==> config.mk <==
export PLATFORM = sky130hd
export DESIGN_NAME = reg_file_param_flat
export DESIGN_NICKNAME = d
export VERILOG_FILES = /design/src/rtl/reg_file_param_if.sv /design/src/rtl/reg_file_param.sv /design/src/flat_wrapper.sv
export SDC_FILE = /design/constraint.sdc
export NUM_CORES = 1
export LEC_CHECK = 0
export ABC_CLOCK_PERIOD_IN_PS = 1950
export CAP_MARGIN = 40
export CORE_MARGIN = 4
export CORE_UTILIZATION = 48
export CTS_CLUSTER_SIZE = 24
export DETAILED_ROUTE_END_ITERATION = 6
export PLACE_DENSITY = 0.76
export REMOVE_ABC_BUFFERS = 1
export SLEW_MARGIN = 20
export SYNTH_ARGS = -nofsm -noshare
export SYNTH_HDL_FRONTEND = slang
export SYNTH_SLANG_ARGS = --single-unit
==> constraint.sdc <==
create_clock -name CLOCK_50 -period 1.95 [get_ports CLOCK_50]
set_clock_uncertainty 0.05 [all_clocks]
set_input_delay 0.39 -clock CLOCK_50 [delete_from_list [all_inputs] [get_ports CLOCK_50]]
set_output_delay 0.39 -clock CLOCK_50 [all_outputs]
set_load 0.01 [all_outputs]
==> src/rtl/reg_file_param_if.sv <==
// rtl/reg_file_param_if.sv - write/read/clear bus between writeback, ALU operands and the register file
interface reg_file_param_if #(
  parameter int DATA_W = 8,
  parameter int ADDR_W = 2
);
  logic              RFWrite;
  logic [ADDR_W-1:0] regW;
  logic [DATA_W-1:0] dataW;
  logic [ADDR_W-1:0] regA;
  logic [ADDR_W-1:0] regB;
  logic              clear_req;
  logic [DATA_W-1:0] dataA;
  logic [DATA_W-1:0] dataB;
  logic              busy;
  logic              clear_done;

  modport master (
    output RFWrite, regW, dataW, regA, regB, clear_req,
    input  dataA, dataB, busy, clear_done
  );

  modport slave (
    input  RFWrite, regW, dataW, regA, regB, clear_req,
    output dataA, dataB, busy, clear_done
  );
endinterface

==> src/rtl/reg_file_param.sv <==
// rtl/reg_file_param.sv - parametrised 2R/1W register file with bypass, zero register and sequenced clear
module reg_file_param #(
  parameter int DATA_W   = 8,
  parameter int ADDR_W   = 2,
  parameter int ZERO_REG = 0,
  parameter int BYPASS   = 1
) (
  input logic             CLOCK_50,
  input logic             reset,
  reg_file_param_if.slave bus
);
  localparam int DEPTH = 1 << ADDR_W;
  localparam logic [ADDR_W-1:0] LAST_IDX = ADDR_W'(DEPTH - 1);

  typedef enum logic [1:0] {
    S_IDLE  = 2'd0,
    S_CLEAR = 2'd1,
    S_DONE  = 2'd2
  } state_t;

  state_t            state_q, state_d;
  logic [ADDR_W-1:0] idx_q, idx_d;
  logic [DATA_W-1:0] mem_q [DEPTH];

  logic              user_wr;
  logic              wr_en;
  logic [ADDR_W-1:0] wr_addr;
  logic [DATA_W-1:0] wr_data;

  // Writes to the hardwired zero register are dropped here, which also keeps them off the bypass path.
  assign user_wr = (state_q == S_IDLE) && bus.RFWrite &&
                   !((ZERO_REG != 0) && (bus.regW == '0));

  always_comb begin
    state_d = state_q;
    idx_d   = idx_q;
    wr_en   = user_wr;
    wr_addr = bus.regW;
    wr_data = bus.dataW;
    case (state_q)
      S_IDLE: begin
        if (bus.clear_req) begin
          state_d = S_CLEAR;
          idx_d   = '0;
        end
      end
      S_CLEAR: begin
        wr_en   = 1'b1;
        wr_addr = idx_q;
        wr_data = '0;
        idx_d   = idx_q + ADDR_W'(1);
        if (idx_q == LAST_IDX) begin
          state_d = S_DONE;
        end
      end
      S_DONE:  state_d = S_IDLE;
      default: state_d = S_IDLE;
    endcase
  end

  always_ff @(posedge CLOCK_50 or posedge reset) begin
    if (reset) begin
      state_q <= S_IDLE;
      idx_q   <= '0;
    end else begin
      state_q <= state_d;
      idx_q   <= idx_d;
    end
  end

  always_ff @(posedge CLOCK_50 or posedge reset) begin
    if (reset) begin
      for (int i = 0; i < DEPTH; i++) begin
        mem_q[i] <= '0;
      end
    end else if (wr_en) begin
      mem_q[wr_addr] <= wr_data;
    end
  end

  function automatic logic [DATA_W-1:0] read_port(
    input logic [ADDR_W-1:0] addr,
    input logic [DATA_W-1:0] stored,
    input logic              fwd_en,
    input logic [ADDR_W-1:0] fwd_addr,
    input logic [DATA_W-1:0] fwd_data
  );
    if ((ZERO_REG != 0) && (addr == '0)) begin
      return '0;
    end else if ((BYPASS != 0) && fwd_en && (addr == fwd_addr)) begin
      return fwd_data;
    end else begin
      return stored;
    end
  endfunction

  assign bus.dataA      = read_port(bus.regA, mem_q[bus.regA], user_wr, bus.regW, bus.dataW);
  assign bus.dataB      = read_port(bus.regB, mem_q[bus.regB], user_wr, bus.regW, bus.dataW);
  assign bus.busy       = (state_q == S_CLEAR);
  assign bus.clear_done = (state_q == S_DONE);
endmodule

==> src/flat_wrapper.sv <==
// flat-port wrapper written by rule: the top's interface ports become plain ports
module reg_file_param_flat 
#(
  parameter int DATA_W   = 8,
  parameter int ADDR_W   = 2,
  parameter int ZERO_REG = 0,
  parameter int BYPASS   = 1
)
  (CLOCK_50, reset, bus_RFWrite, bus_regW, bus_dataW, bus_regA, bus_regB, bus_clear_req, bus_dataA, bus_dataB, bus_busy, bus_clear_done);
  reg_file_param_if #(.DATA_W(DATA_W), .ADDR_W(ADDR_W)) bus_i ();
  input logic CLOCK_50;
  input logic reset;
  input wire logic [$bits(bus_i.RFWrite)-1:0] bus_RFWrite;
  input wire logic [$bits(bus_i.regW)-1:0] bus_regW;
  input wire logic [$bits(bus_i.dataW)-1:0] bus_dataW;
  input wire logic [$bits(bus_i.regA)-1:0] bus_regA;
  input wire logic [$bits(bus_i.regB)-1:0] bus_regB;
  input wire logic [$bits(bus_i.clear_req)-1:0] bus_clear_req;
  output wire logic [$bits(bus_i.dataA)-1:0] bus_dataA;
  output wire logic [$bits(bus_i.dataB)-1:0] bus_dataB;
  output wire logic [$bits(bus_i.busy)-1:0] bus_busy;
  output wire logic [$bits(bus_i.clear_done)-1:0] bus_clear_done;
  assign bus_i.RFWrite = bus_RFWrite;
  assign bus_i.regW = bus_regW;
  assign bus_i.dataW = bus_dataW;
  assign bus_i.regA = bus_regA;
  assign bus_i.regB = bus_regB;
  assign bus_i.clear_req = bus_clear_req;
  assign bus_dataA = bus_i.dataA;
  assign bus_dataB = bus_i.dataB;
  assign bus_busy = bus_i.busy;
  assign bus_clear_done = bus_i.clear_done;
  reg_file_param #(.DATA_W(DATA_W), .ADDR_W(ADDR_W), .ZERO_REG(ZERO_REG), .BYPASS(BYPASS)) u_core (.CLOCK_50(CLOCK_50), .reset(reset), .bus(bus_i));
endmodule
==> flow_metrics.py, run 1 <==
metrics = {
    "outcome": {
        "status": "finished, violations left",
        "violations": "negative setup slack",
    },
    "cts": {
        "insertion_delay_ns": 0.29,
        "clkTransAtPathRegs_ns": 0.06,
        "cts-buffers-inserted": 5,
        "tritoncts": "done",
        "htree_levels": 2,
        "cts.sinks": 36,
        "ctsHoldBuffers": 0,
        "clock_path_buffers": 2,
        "cts-root-buf": "clkbuf_8",
    },
    "floorplan": {
        "die_w_um": 74.7,
        "pin_count": 36,
        "die_h_um": 74.7,
        "die-area_sq_um": 5590,
        "start_util": 0.495,
        "core_area_sq_um": 4320,
        "fp-row-count": 24,
    },
    "synth": {
        "ys.warnings.count": 0,
        "avgSynthCellArea_sq_um": 15.1,
        "ys_seq_area_frac": 0.421,
        "synth_seq_cells": 36,
        "mappedNetlistArea_sq_um": 2140,
        "yosysUniqueCellTypes": 25,
        "synth_cells": 142,
    },
    "global_route": {
        "grtUsageTotal": 0.209,
        "grt_pass1_vias": 1664,
        "grt_pass1_wl_um": 8450,
        "grt_overflow": 0,
        "grt_max_degree": 37,
        "antenna_found_initial": 0,
    },
    "timing": {
        "rsz0062_at_grt": "true",
        "hold_violations": 0,
        "setup_viol": 16,
        "period_needed_ns": 2.10,
        "period_share": 1.08,
        "fin_ws_ns": -0.148,
        "tns_ns": -2.10,
        "drv_slew": 0,
        "fin_hold_ws_ns": 0.450,
        "slew_headroom": 0.695,
        "fmax_ghz": 0.477,
        "worst_slew_pin_slew_ns": 0.458,
    },
    "power_and_ir_drop": {
        "p_per_area_nw_per_um2": 1380,
        "irDropWorstVdd_v": 0.000752,
        "leakagePower_nw": 1.34,
    },
    "worst_hold_path": {
        "hold_path.class": "primary input to async pin",
    },
    "drt": {
        "vias_per_cell": 5.73,
        "drtPass1Iterations": 4,
        "antenna_left": 0,
        "via_count": 1456,
        "drc": 0,
        "routed_wl_um": 5090,
        "wire_per_inst_um": 20.0,
        "first_iter_violations": 76,
    },
    "final_layout": {
        "fillCellCount": 319,
        "diodes": 0,
        "syn_to_final_growth_pct": 38.0,
        "nNetsFinal": 220,
        "final_layout_size_suffix_gt1_frac": 0.634,
        "finish.instance_area_sq_um": 2950,
    },
    "placed_design": {
        "port_buffers": 35,
        "dpl_cell_area_sq_um": 2760,
        "gp_congestion": 0.791,
        "dp_hpwl_um": 3810,
    },
    "worst_setup_path": {
        "worstPathMaxFanout": 3,
        "start_kind": "flop",
        "cp-startpoint": "u_core.state_q[0]$_DFFE_PP0P_",
        "required_ns": 1.51,
        "crit_arrival_ns": 1.66,
        "reg2reg_from": "u_core.state_q[0]$_DFFE_PP0P_",
        "critical_path_class": "flop to primary output",
        "worstSetupEndpointType": "primary output",
    },
    "job": {
        "cap_violations": 0,
    },
}
## synth_stat cells
master	count	area (sq um)
a211oi_2	1	12.5
a211oi_4	3	60.1
a21oi_1	1	5.00
a22o_1	1	8.76
and2_1	9	56.3
buf_2	2	10.0
buf_4	1	7.51
clkbuf_1	2	7.51
clkbuf_2	1	5.00
dfrtp_1	36	901
ha_1	1	12.5
inv_1	2	7.51
mux2_2	49	552
mux2i_1	1	10.0
mux4_2	16	360
nand2_1	2	7.51
nand2b_1	2	12.5
nand3_1	2	10.0
nand3b_4	1	20.0
nor2b_1	1	6.26
nor3b_1	1	7.51
o21ai_0	1	5.00
o21bai_1	1	7.51
or3b_4	1	11.3
xnor2_1	4	35.0
## routing by layer
metal  wire length, um  GRT usage
met1              2120      0.260
met2              2730      0.365
met3               181     0.0454
met4                70     0.0672
met5                 0          0
## cells in the final DEF (no fill, tap or decap), drive strengths merged, types with 4 or more instances in the layout
cell type and count:
mux2 49, buf 39, dfrtp 36, mux4 16, clkdlybuf4s50 10, and2 9
clkbuf 9, xnor2 4, clkdlybuf4s15 4, a211oi 4
## worst max-delay path: stages, from the launching register on
cell,delay [ns]
dfrtp_1,0.39
nor3b_2,0.17
buf_4,0.16
nand3_4,0.08
buf_6,0.14
mux2_4,0.30
buf_6,0.12
## state kept, by name, summed over array words and instances (netlist names)
| name | count |
|---|---|
| u_core.idx_q | 2 |
| u_core.state_q | 2 |
| u_core.mem_q | 32 |
## cell type report
type | instances | area [sq um] | share of cell area
clock buffer | 8 | 90.1 | 0.0305
inverter | 2 | 7.51 | 0.00254
multi-input combinational | 98 | 1270 | 0.430
sequential | 36 | 901 | 0.305
tap | 52 | 65.1 | 0.0221
timing repair buffer | 58 | 619 | 0.210
## final timing paths
kind	end	slack, ns	cells after the start
max reg2reg	u_core.mem_q[21]$_DFFE_PP0P_	0.01	5
min in group CLOCK_50	u_core.mem_q[15]$_DFFE_PP0P_	0.48	1
max in group asynchronous	u_core.state_q[0]$_DFFE_PP0P_	1.08	3
min	u_core.mem_q[17]$_DFFE_PP0P_	0.45	3
max	bus_dataB[0]	-0.15	6
min reg2reg	u_core.mem_q[15]$_DFFE_PP0P_	0.48	1
## cells by family (layout without fill, tap and decap cells)
| logic type | count (synthesis) | count (layout) | share of synthesized area |
|---|---|---|---|
| DFF | 36 | 36 | 0.421 |
| AOI/OAI and AO/OA | 8 | 8 | 0.0462 |
| xor gates and xnor gates | 4 | 4 | 0.0164 |
| and+or+nand+nor | 19 | 19 | 0.0614 |
| muxes | 66 | 66 | 0.431 |
| buffers and inverters | 8 | 68 | 0.0176 |
| adders and majority gates | 1 | 1 | 0.00585 |
## where the power goes
| group | switching (mW) | leakage [nW] | total, mW | internal, mW |
|---|---|---|---|---|
| logic | 0.898 | 0.827 | 2.26 | 1.36 |
| clock network | 0.258 | 0.0455 | 0.546 | 0.288 |
| registers | 0.216 | 0.470 | 1.25 | 1.04 |
## timing repair
item                                    in CTS  in global routing
buffers inserted                             0                  1
endpoints found under the setup margin      33                 33
pin swaps                                    3                  2
gates resized for setup                    111                  3
## through the flow
step,instances,power [mW],util,worst slack (ns)
after global placement,246,3.36,0.638,-0.830
after CTS,254,4.09,0.683,-0.142
final,254,4.06,0.682,-0.148
after global routing,254,4.29,0.682,-0.222
after detailed placement,246,3.46,0.638,-0.859
after floorplan,136,2.50,-,0.0912
Power figures use the tool's default switching activity.
==> run 2: changes to the inputs <==
--- a/config.mk
+++ b/config.mk
@@ -11,9 +11,10 @@
 export CORE_UTILIZATION = 48
 export CTS_CLUSTER_SIZE = 24
 export DETAILED_ROUTE_END_ITERATION = 6
+export HOLD_SLACK_MARGIN = 0.03
 export PLACE_DENSITY = 0.76
 export REMOVE_ABC_BUFFERS = 1
-export SLEW_MARGIN = 20
+export SLEW_MARGIN = 5
 export SYNTH_ARGS = -nofsm -noshare
 export SYNTH_HDL_FRONTEND = slang
 export SYNTH_SLANG_ARGS = --single-unit
==> results of run 2 <==
No change in the layout: final DEF, timing and power equal those of run 1.
